File: src/rtl/control_r_pkg.sv
// Shared definitions for the RX packet router: PID types, PID values,
// router FSM states and the beat payload carried by the output slots.
package control_r_pkg;

    // PID type field lives in data[1:0] of the first byte
    localparam logic [1:0] PID_SPECIAL = 2'b00;
    localparam logic [1:0] PID_TOKEN   = 2'b01;
    localparam logic [1:0] PID_HSK     = 2'b10;
    localparam logic [1:0] PID_DATA    = 2'b11;

    // Full 4-bit PID values as they appear in data[3:0]
    localparam logic [3:0] PID_OUT   = 4'h1;
    localparam logic [3:0] PID_IN    = 4'h9;
    localparam logic [3:0] PID_SOF   = 4'h5;
    localparam logic [3:0] PID_SETUP = 4'hD;
    localparam logic [3:0] PID_DATA0 = 4'h3;
    localparam logic [3:0] PID_DATA1 = 4'hB;
    localparam logic [3:0] PID_DATA2 = 4'h7;
    localparam logic [3:0] PID_MDATA = 4'hF;
    localparam logic [3:0] PID_ACK   = 4'h2;
    localparam logic [3:0] PID_NAK   = 4'hA;
    localparam logic [3:0] PID_STALL = 4'hE;
    localparam logic [3:0] PID_PRE   = 4'hC;

    // Slot payload is {sop, eop, data}
    localparam int PAYLOAD_W = 10;

    // Router states: idle, forwarding to crc5 path, forwarding to link layer, discarding
    typedef enum logic [1:0] {
        ST_IDLE     = 2'd0,
        ST_ROUTE_TO = 2'd1,
        ST_ROUTE_LR = 2'd2,
        ST_DROP     = 2'd3
    } state_e;

    // A PID byte is well formed when the high nibble is the complement of the low nibble
    function automatic logic pid_ok(input logic [7:0] pid_byte);
        return pid_byte[3:0] == ~pid_byte[7:4];
    endfunction

endpackage

File: src/rtl/control_r_out_slot.sv
// One-entry registered output slot. Loads a beat when told to, holds it until
// the consumer takes it, and can load and drain in the same cycle so a steady
// stream flows at one beat per clock.
module rx_out_slot
    import control_r_pkg::*;
(
    input  logic                 clk,
    input  logic                 rst_n,
    input  logic                 load,
    input  logic [PAYLOAD_W-1:0] in_payload,
    output logic                 free,
    input  logic                 out_ready,
    output logic                 out_valid,
    output logic [PAYLOAD_W-1:0] out_payload
);

    logic                 valid_q;
    logic                 valid_d;
    logic [PAYLOAD_W-1:0] payload_q;
    logic [PAYLOAD_W-1:0] payload_d;

    // Slot accepts a new beat when empty or when its current beat leaves this cycle
    always_comb begin
        free      = ~valid_q | out_ready;
        valid_d   = valid_q;
        payload_d = payload_q;
        if (load) begin
            valid_d   = 1'b1;
            payload_d = in_payload;
        end else if (valid_q && out_ready) begin
            valid_d   = 1'b0;
        end
    end

    // Slot registers; payload holds its value while empty or stalled
    always_ff @(posedge clk or negedge rst_n) begin
        if (!rst_n) begin
            valid_q   <= 1'b0;
            payload_q <= '0;
        end else begin
            valid_q   <= valid_d;
            payload_q <= payload_d;
        end
    end

    assign out_valid   = valid_q;
    assign out_payload = payload_q;

endmodule

File: src/rtl/control_r.sv
// RX-side packet router: decodes the PID of each packet arriving from the PHY
// and steers token/handshake packets to the crc5 checker and data packets to
// the link layer, dropping malformed and special packets.
module control_r
    import control_r_pkg::*;
#(
    parameter logic CHECK_PID    = 1'b1,
    parameter logic DROP_SPECIAL = 1'b1
) (
    input  logic       clk,
    input  logic       rst_n,
    input  logic       rx_lp_sop,
    input  logic       rx_lp_eop,
    input  logic       rx_lp_valid,
    output logic       rx_lp_ready,
    input  logic [7:0] rx_lp_data,
    output logic       rx_to_sop,
    output logic       rx_to_eop,
    output logic       rx_to_valid,
    input  logic       rx_to_ready,
    output logic [7:0] rx_to_data,
    output logic       rx_lr_sop,
    output logic       rx_lr_eop,
    output logic       rx_lr_valid,
    input  logic       rx_lr_ready,
    output logic [7:0] rx_lr_data,
    output logic       rx_data_on,
    output logic [3:0] rx_pid,
    output logic       rx_pid_err,
    output logic       rx_frame_err
);

    state_e     state_q;
    state_e     state_d;
    state_e     sop_dest;
    state_e     sop_next;
    logic [3:0] pid_q;
    logic [3:0] pid_d;
    logic       pid_err_q;
    logic       pid_err_d;
    logic       frame_err_q;
    logic       frame_err_d;

    logic       to_free;
    logic       lr_free;
    logic       to_load;
    logic       lr_load;
    logic       beat_acc;
    logic       pid_good;

    logic [PAYLOAD_W-1:0] in_payload;
    logic [PAYLOAD_W-1:0] to_payload;
    logic [PAYLOAD_W-1:0] lr_payload;

    assign beat_acc   = rx_lp_valid & rx_lp_ready;
    assign in_payload = {rx_lp_sop, rx_lp_eop, rx_lp_data};

    // Input ready depends only on state and slot occupancy, never on the byte itself
    always_comb begin
        rx_lp_ready = 1'b0;
        unique case (state_q)
            ST_IDLE:     rx_lp_ready = to_free & lr_free;
            ST_ROUTE_TO: rx_lp_ready = to_free;
            ST_ROUTE_LR: rx_lp_ready = lr_free;
            ST_DROP:     rx_lp_ready = 1'b1;
            default:     rx_lp_ready = 1'b0;
        endcase
    end

    // Decode the PID byte into the state the packet would be routed to
    always_comb begin
        pid_good = ~CHECK_PID | pid_ok(rx_lp_data);
        sop_dest = ST_DROP;
        if (pid_good) begin
            unique case (rx_lp_data[1:0])
                PID_TOKEN,
                PID_HSK:     sop_dest = ST_ROUTE_TO;
                PID_DATA:    sop_dest = ST_ROUTE_LR;
                PID_SPECIAL: sop_dest = DROP_SPECIAL ? ST_DROP : ST_ROUTE_TO;
                default:     sop_dest = ST_DROP;
            endcase
        end
    end

    // Next-state, slot loads and error pulses for each accepted beat
    always_comb begin
        state_d     = state_q;
        pid_d       = pid_q;
        pid_err_d   = 1'b0;
        frame_err_d = 1'b0;
        to_load     = 1'b0;
        lr_load     = 1'b0;
        sop_next    = sop_dest;
        if (beat_acc) begin
            if (rx_lp_sop) begin
                pid_d       = rx_lp_data[3:0];
                pid_err_d   = ~pid_good;
                frame_err_d = (state_q != ST_IDLE);
                if (sop_dest == ST_ROUTE_TO) begin
                    if (to_free) begin
                        to_load = 1'b1;
                    end else begin
                        sop_next = ST_DROP;
                    end
                end else if (sop_dest == ST_ROUTE_LR) begin
                    if (lr_free) begin
                        lr_load = 1'b1;
                    end else begin
                        sop_next = ST_DROP;
                    end
                end
                state_d = rx_lp_eop ? ST_IDLE : sop_next;
            end else begin
                unique case (state_q)
                    ST_IDLE:     frame_err_d = 1'b1;
                    ST_ROUTE_TO: to_load     = 1'b1;
                    ST_ROUTE_LR: lr_load     = 1'b1;
                    ST_DROP:     to_load     = 1'b0;
                    default:     to_load     = 1'b0;
                endcase
                if (rx_lp_eop) begin
                    state_d = ST_IDLE;
                end
            end
        end
    end

    // FSM state, latched PID and registered error pulses
    always_ff @(posedge clk or negedge rst_n) begin
        if (!rst_n) begin
            state_q     <= ST_IDLE;
            pid_q       <= 4'h0;
            pid_err_q   <= 1'b0;
            frame_err_q <= 1'b0;
        end else begin
            state_q     <= state_d;
            pid_q       <= pid_d;
            pid_err_q   <= pid_err_d;
            frame_err_q <= frame_err_d;
        end
    end

    rx_out_slot u_to_slot (
        .clk         (clk),
        .rst_n       (rst_n),
        .load        (to_load),
        .in_payload  (in_payload),
        .free        (to_free),
        .out_ready   (rx_to_ready),
        .out_valid   (rx_to_valid),
        .out_payload (to_payload)
    );

    rx_out_slot u_lr_slot (
        .clk         (clk),
        .rst_n       (rst_n),
        .load        (lr_load),
        .in_payload  (in_payload),
        .free        (lr_free),
        .out_ready   (rx_lr_ready),
        .out_valid   (rx_lr_valid),
        .out_payload (lr_payload)
    );

    assign rx_to_sop    = to_payload[9];
    assign rx_to_eop    = to_payload[8];
    assign rx_to_data   = to_payload[7:0];
    assign rx_lr_sop    = lr_payload[9];
    assign rx_lr_eop    = lr_payload[8];
    assign rx_lr_data   = lr_payload[7:0];
    assign rx_data_on   = (state_q == ST_ROUTE_LR);
    assign rx_pid       = pid_q;
    assign rx_pid_err   = pid_err_q;
    assign rx_frame_err = frame_err_q;

endmodule

File: config.mk
export PLATFORM = sky130hd
export DESIGN_NAME = control_r
export DESIGN_NICKNAME = d
export VERILOG_FILES = /design/src/rtl/control_r_pkg.sv /design/src/rtl/control_r_out_slot.sv /design/src/rtl/control_r.sv
export SDC_FILE = /design/constraint.sdc
export NUM_CORES = 1
export LEC_CHECK = 0
export ABC_AREA = 1
export CAP_MARGIN = 20
export CORE_ASPECT_RATIO = 0.9
export CORE_MARGIN = 2
export CORE_UTILIZATION = 55
export CTS_CLUSTER_SIZE = 12
export DETAILED_ROUTE_END_ITERATION = 8
export DONT_BUFFER_PORTS = 1
export PLACE_DENSITY = 0.74
export SYNTH_ARGS = -nofsm -noshare
export SYNTH_HDL_FRONTEND = slang
export SYNTH_SLANG_ARGS = --single-unit
File: constraint.sdc
create_clock -name clk -period 1.24 [get_ports clk]
set_clock_uncertainty 0.05 [all_clocks]
set_input_delay 0.124 -clock clk [delete_from_list [all_inputs] [get_ports clk]]
set_output_delay 0.124 -clock clk [all_outputs]
set_load 0.01 [all_outputs]
==> qor.yml <==
run_status:
  outcome: "finished with violations"
  violations: "negative setup slack"
critical_path:
  worstPathArrival_ps: 1800
  crit_family: "simple AND/OR/NAND/NOR gates"
  path_cells: "inv_1 > nand3_2 > nand4_1 > buf_6 > nor2_4 > nand2_2 > nand3_1 > nand2_1"
  crit_path_top_delay_cell: "dfrtp_1"
  slowest_delay_ps: 410
  r2r_slack_ps: -390
  path_class: "flip-flop to flip-flop"
  start_kind: "flip-flop"
  setup.worst_path.end_class: "flip-flop"
  r2r_end: "u_lr_slot.out_payload[5]"
  cp_num_buf_inv: 2
  path_max_fanout: 6
  cp.depth: 8
  required_ps: 1410
  rr_worst_depth: 8
  timing.rr.start: "state_q[0]"
synthesis:
  synthSimpleGateAreaFrac_pct: 34.93
  synth_top_cell_by_area: "dfrtp_1"
  async_flop_share_pct: 100.0
  synth_xor_area_share_pct: 0.6222
  synth_top_area_share_pct: 53.33
  yosys-mux-area-fraction_pct: 0
  synth_cell_types: 19
  netlist_area_sq_um: 1408
  yosysSeqAreaShare_pct: 53.33
  synth_cells: 172
  ys_seq_elements: 30
  synth.avg_cell_area_sq_um: 8.184
  synth-edff-count: 0
  synth_nets: 188
  synthAdderAreaFrac_pct: 0.8889
  ys.flop_type: "dfrtp_1"
  synth-compound-area-share_pct: 2.844
  synth_area_leaders: "dfrtp_1 53%, nand2_1 18%, nand3_1 7.1%"
  synth_top_family_by_area: "simple AND/OR/NAND/NOR gates"
  yosys_warnings: 0
placement:
  hpwl_mm: 2.341
  port_buffers: 0
  pre_cts_ws_ps: -256.1
  gp_congestion: 0.8695
clock_tree:
  tritoncts: "yes"
  cts.htree.levels: 2
  clkTransAtPathRegs_ps: 100
  clk_path_buf_depth: 2
  insertion_delay_ps: 330
  cts_made_buffers: 5
  ctsRootBufferMaster: "clkbuf_4"
  cts_sinks: 30
layout:
  seq_area_sq_um: 750.7
  drive_gt1_share_pct: 38.64
  post-route-util_pct: 87.31
  syn_to_final_growth_pct: 51.73
  final_common_cell: "nand2_1"
  mostFrequentLayoutCells: "51 x nand2_1, 30 x dfrtp_1, 17 x nand2_2"
  num-nets-final: 236
  antennaDiodeCount: 0
  multiInputGateArea_sq_um: 774.5
  fillers: 112
grt:
  grt-ovfl-total: 0
  grt_pass1_wl_mm: 6.099
  grt_max_degree: 31
  track_usage_pct: 28.30
  grt_pass1_vias: 1295
  grt_antenna_before_repair: 0
die:
  die_x_um: 57.33
  coreArea_sq_um: 2446
  die_h_um: 52.00
  start_util_pct: 57.54
  row_count: 17
  design.portCount: 45
  die_area_sq_um: 2981
power:
  powerDensity_nw_per_um2: 1594
  p_total_w: 0.003404
  p_leak_nw: 1.125
  peakVddDrop_mv: 1.457
worst_hold_path:
  hp-start: "rx_lp_data[7]"
  hold_end: "rx_pid_err"
  hp-class: "input port to flip-flop"
  whs_path_depth: 4
detailed_routing:
  drc: 0
  route.met3.wl_um: 528
  ant_nets: 0
  wl_per_cell_um: 21.59
  vias_per_cell: 6.278
  met1_length_mm: 1.825
  top_layer: "met4"
  first_pass_iters: 5
  num_vias: 1557
  routed_wl_mm: 5.354
  wl_met2_mm: 2.577
  drtIter0Drc: 168
timing:
  slew_headroom_pct: 73.29
  rsz0062_at_grt: "yes"
  worstMarginPinSlew_ps: 400.3
  min_period_ps: 1625
  hold_viol_final: 0
  fin_crit_sh_pct: 131.1
  setup_tns_ps: -8017
  finalSetupViolCount: 32
  worst_slack_ps: -385.1
  fmax_ghz: 0.6153
  final_max_slew_viol_count: 0
run:
  maxCapViolations: 0
## report_power, final
| part | switching [W] | total (W) | internal (W) | leakage [nW] |
|---|---|---|---|---|
| clock | 0.000347 | 0.000816 | 0.000469 | 0.0443 |
| combinational | 0.000486 | 0.000893 | 0.000408 | 0.698 |
| sequential | 0.000407 | 0.00170 | 0.00129 | 0.382 |
## metal layers
layer | global-route usage, % | vias up
met5 | 0 | -
met4 | 14.73 | 0
met3 | 7.960 | 56
met2 | 47.89 | 141
met1 | 32.90 | 726
li1 | - | 634
## area by class of cell
class | instances | area share (%)
Tap cell | 28 | 1.640
Inverter | 18 | 3.281
Sequential cell | 30 | 35.15
Clock buffer | 6 | 2.402
Multi-Input combinational cell | 124 | 36.26
Timing Repair Buffer | 41 | 19.86
Clock inverter | 1 | 1.406
## flip-flops by register name (all words and copies together) (netlist names)
register,count
rx_pid_err,1
u_lr_slot.out_valid,1
state_q,2
u_to_slot.out_payload,10
u_to_slot.out_valid,1
rx_frame_err,1
u_lr_slot.out_payload,10
rx_pid,4
## synthesized netlist by cell type, types with 2 or more instances
| master | count |
|---|---|
| dfrtp_1 | 30 |
| inv_1 | 15 |
| nand3_2 | 3 |
| nor2_2 | 5 |
| nand2_2 | 3 |
| nand2_1 | 67 |
| nand3_1 | 20 |
| o21ai_0 | 7 |
| inv_2 | 3 |
| buf_6 | 2 |
| buf_2 | 2 |
| nor2_1 | 7 |
| nand2_4 | 2 |
## timing repair
item,in CTS,in global routing
hold buffers,17,0
resized for setup,21,41
buffers inserted,2,6
gates cloned,5,2
hold endpoints to repair,55,0
endpoints found under the setup margin,28,32
pin swaps,6,14
## logic make-up (layout without fill, tap and decap cells)
group                    count (synthesis)  count (layout)
AO/OA/AOI/OAI                            8               8
XOR/XNOR                                 1               1
flip-flops                              30              30
adder cells (fa/ha/maj)                  1               1
AND/OR/NAND/NOR                        109             114
buffers and inverters                   23              66
## metrics by stage
step / std cells / instance area (sq um) / hold slack, ps
floorplan: 172 / 1429 / -221.6
global placement: 209 / 1531 / -221.0
detailed placement: 209 / 1531 / -221.0
CTS: 240 / 1887 / 25.14
global route: 248 / 2136 / 60.80
finish: 248 / 2136 / 60.70
## worst max-delay path by stage
stage / slack [ps] / startpoint / to
6_report: -390 / state_q[0] / u_lr_slot.out_payload[5]
5_1_grt: -390 / u_to_slot.out_valid / u_lr_slot.out_payload[5]
4_1_cts: -220 / u_to_slot.out_valid / u_to_slot.out_payload[0]
3_5_place_dp: -260 / u_to_slot.out_valid / u_to_slot.out_payload[6]
3_3_place_gp: -200 / u_to_slot.out_valid / u_to_slot.out_payload[2]
2_1_floorplan: -80 / u_to_slot.out_valid / u_lr_slot.out_payload[0]
## tightest hold or removal path: cells and delay by family
family           cells  cell delay [ps]
AND/OR/NAND/NOR      3              170
AO/OA/AOI/OAI        1              120
No activity file was read; power rests on OpenSTA's default activity.
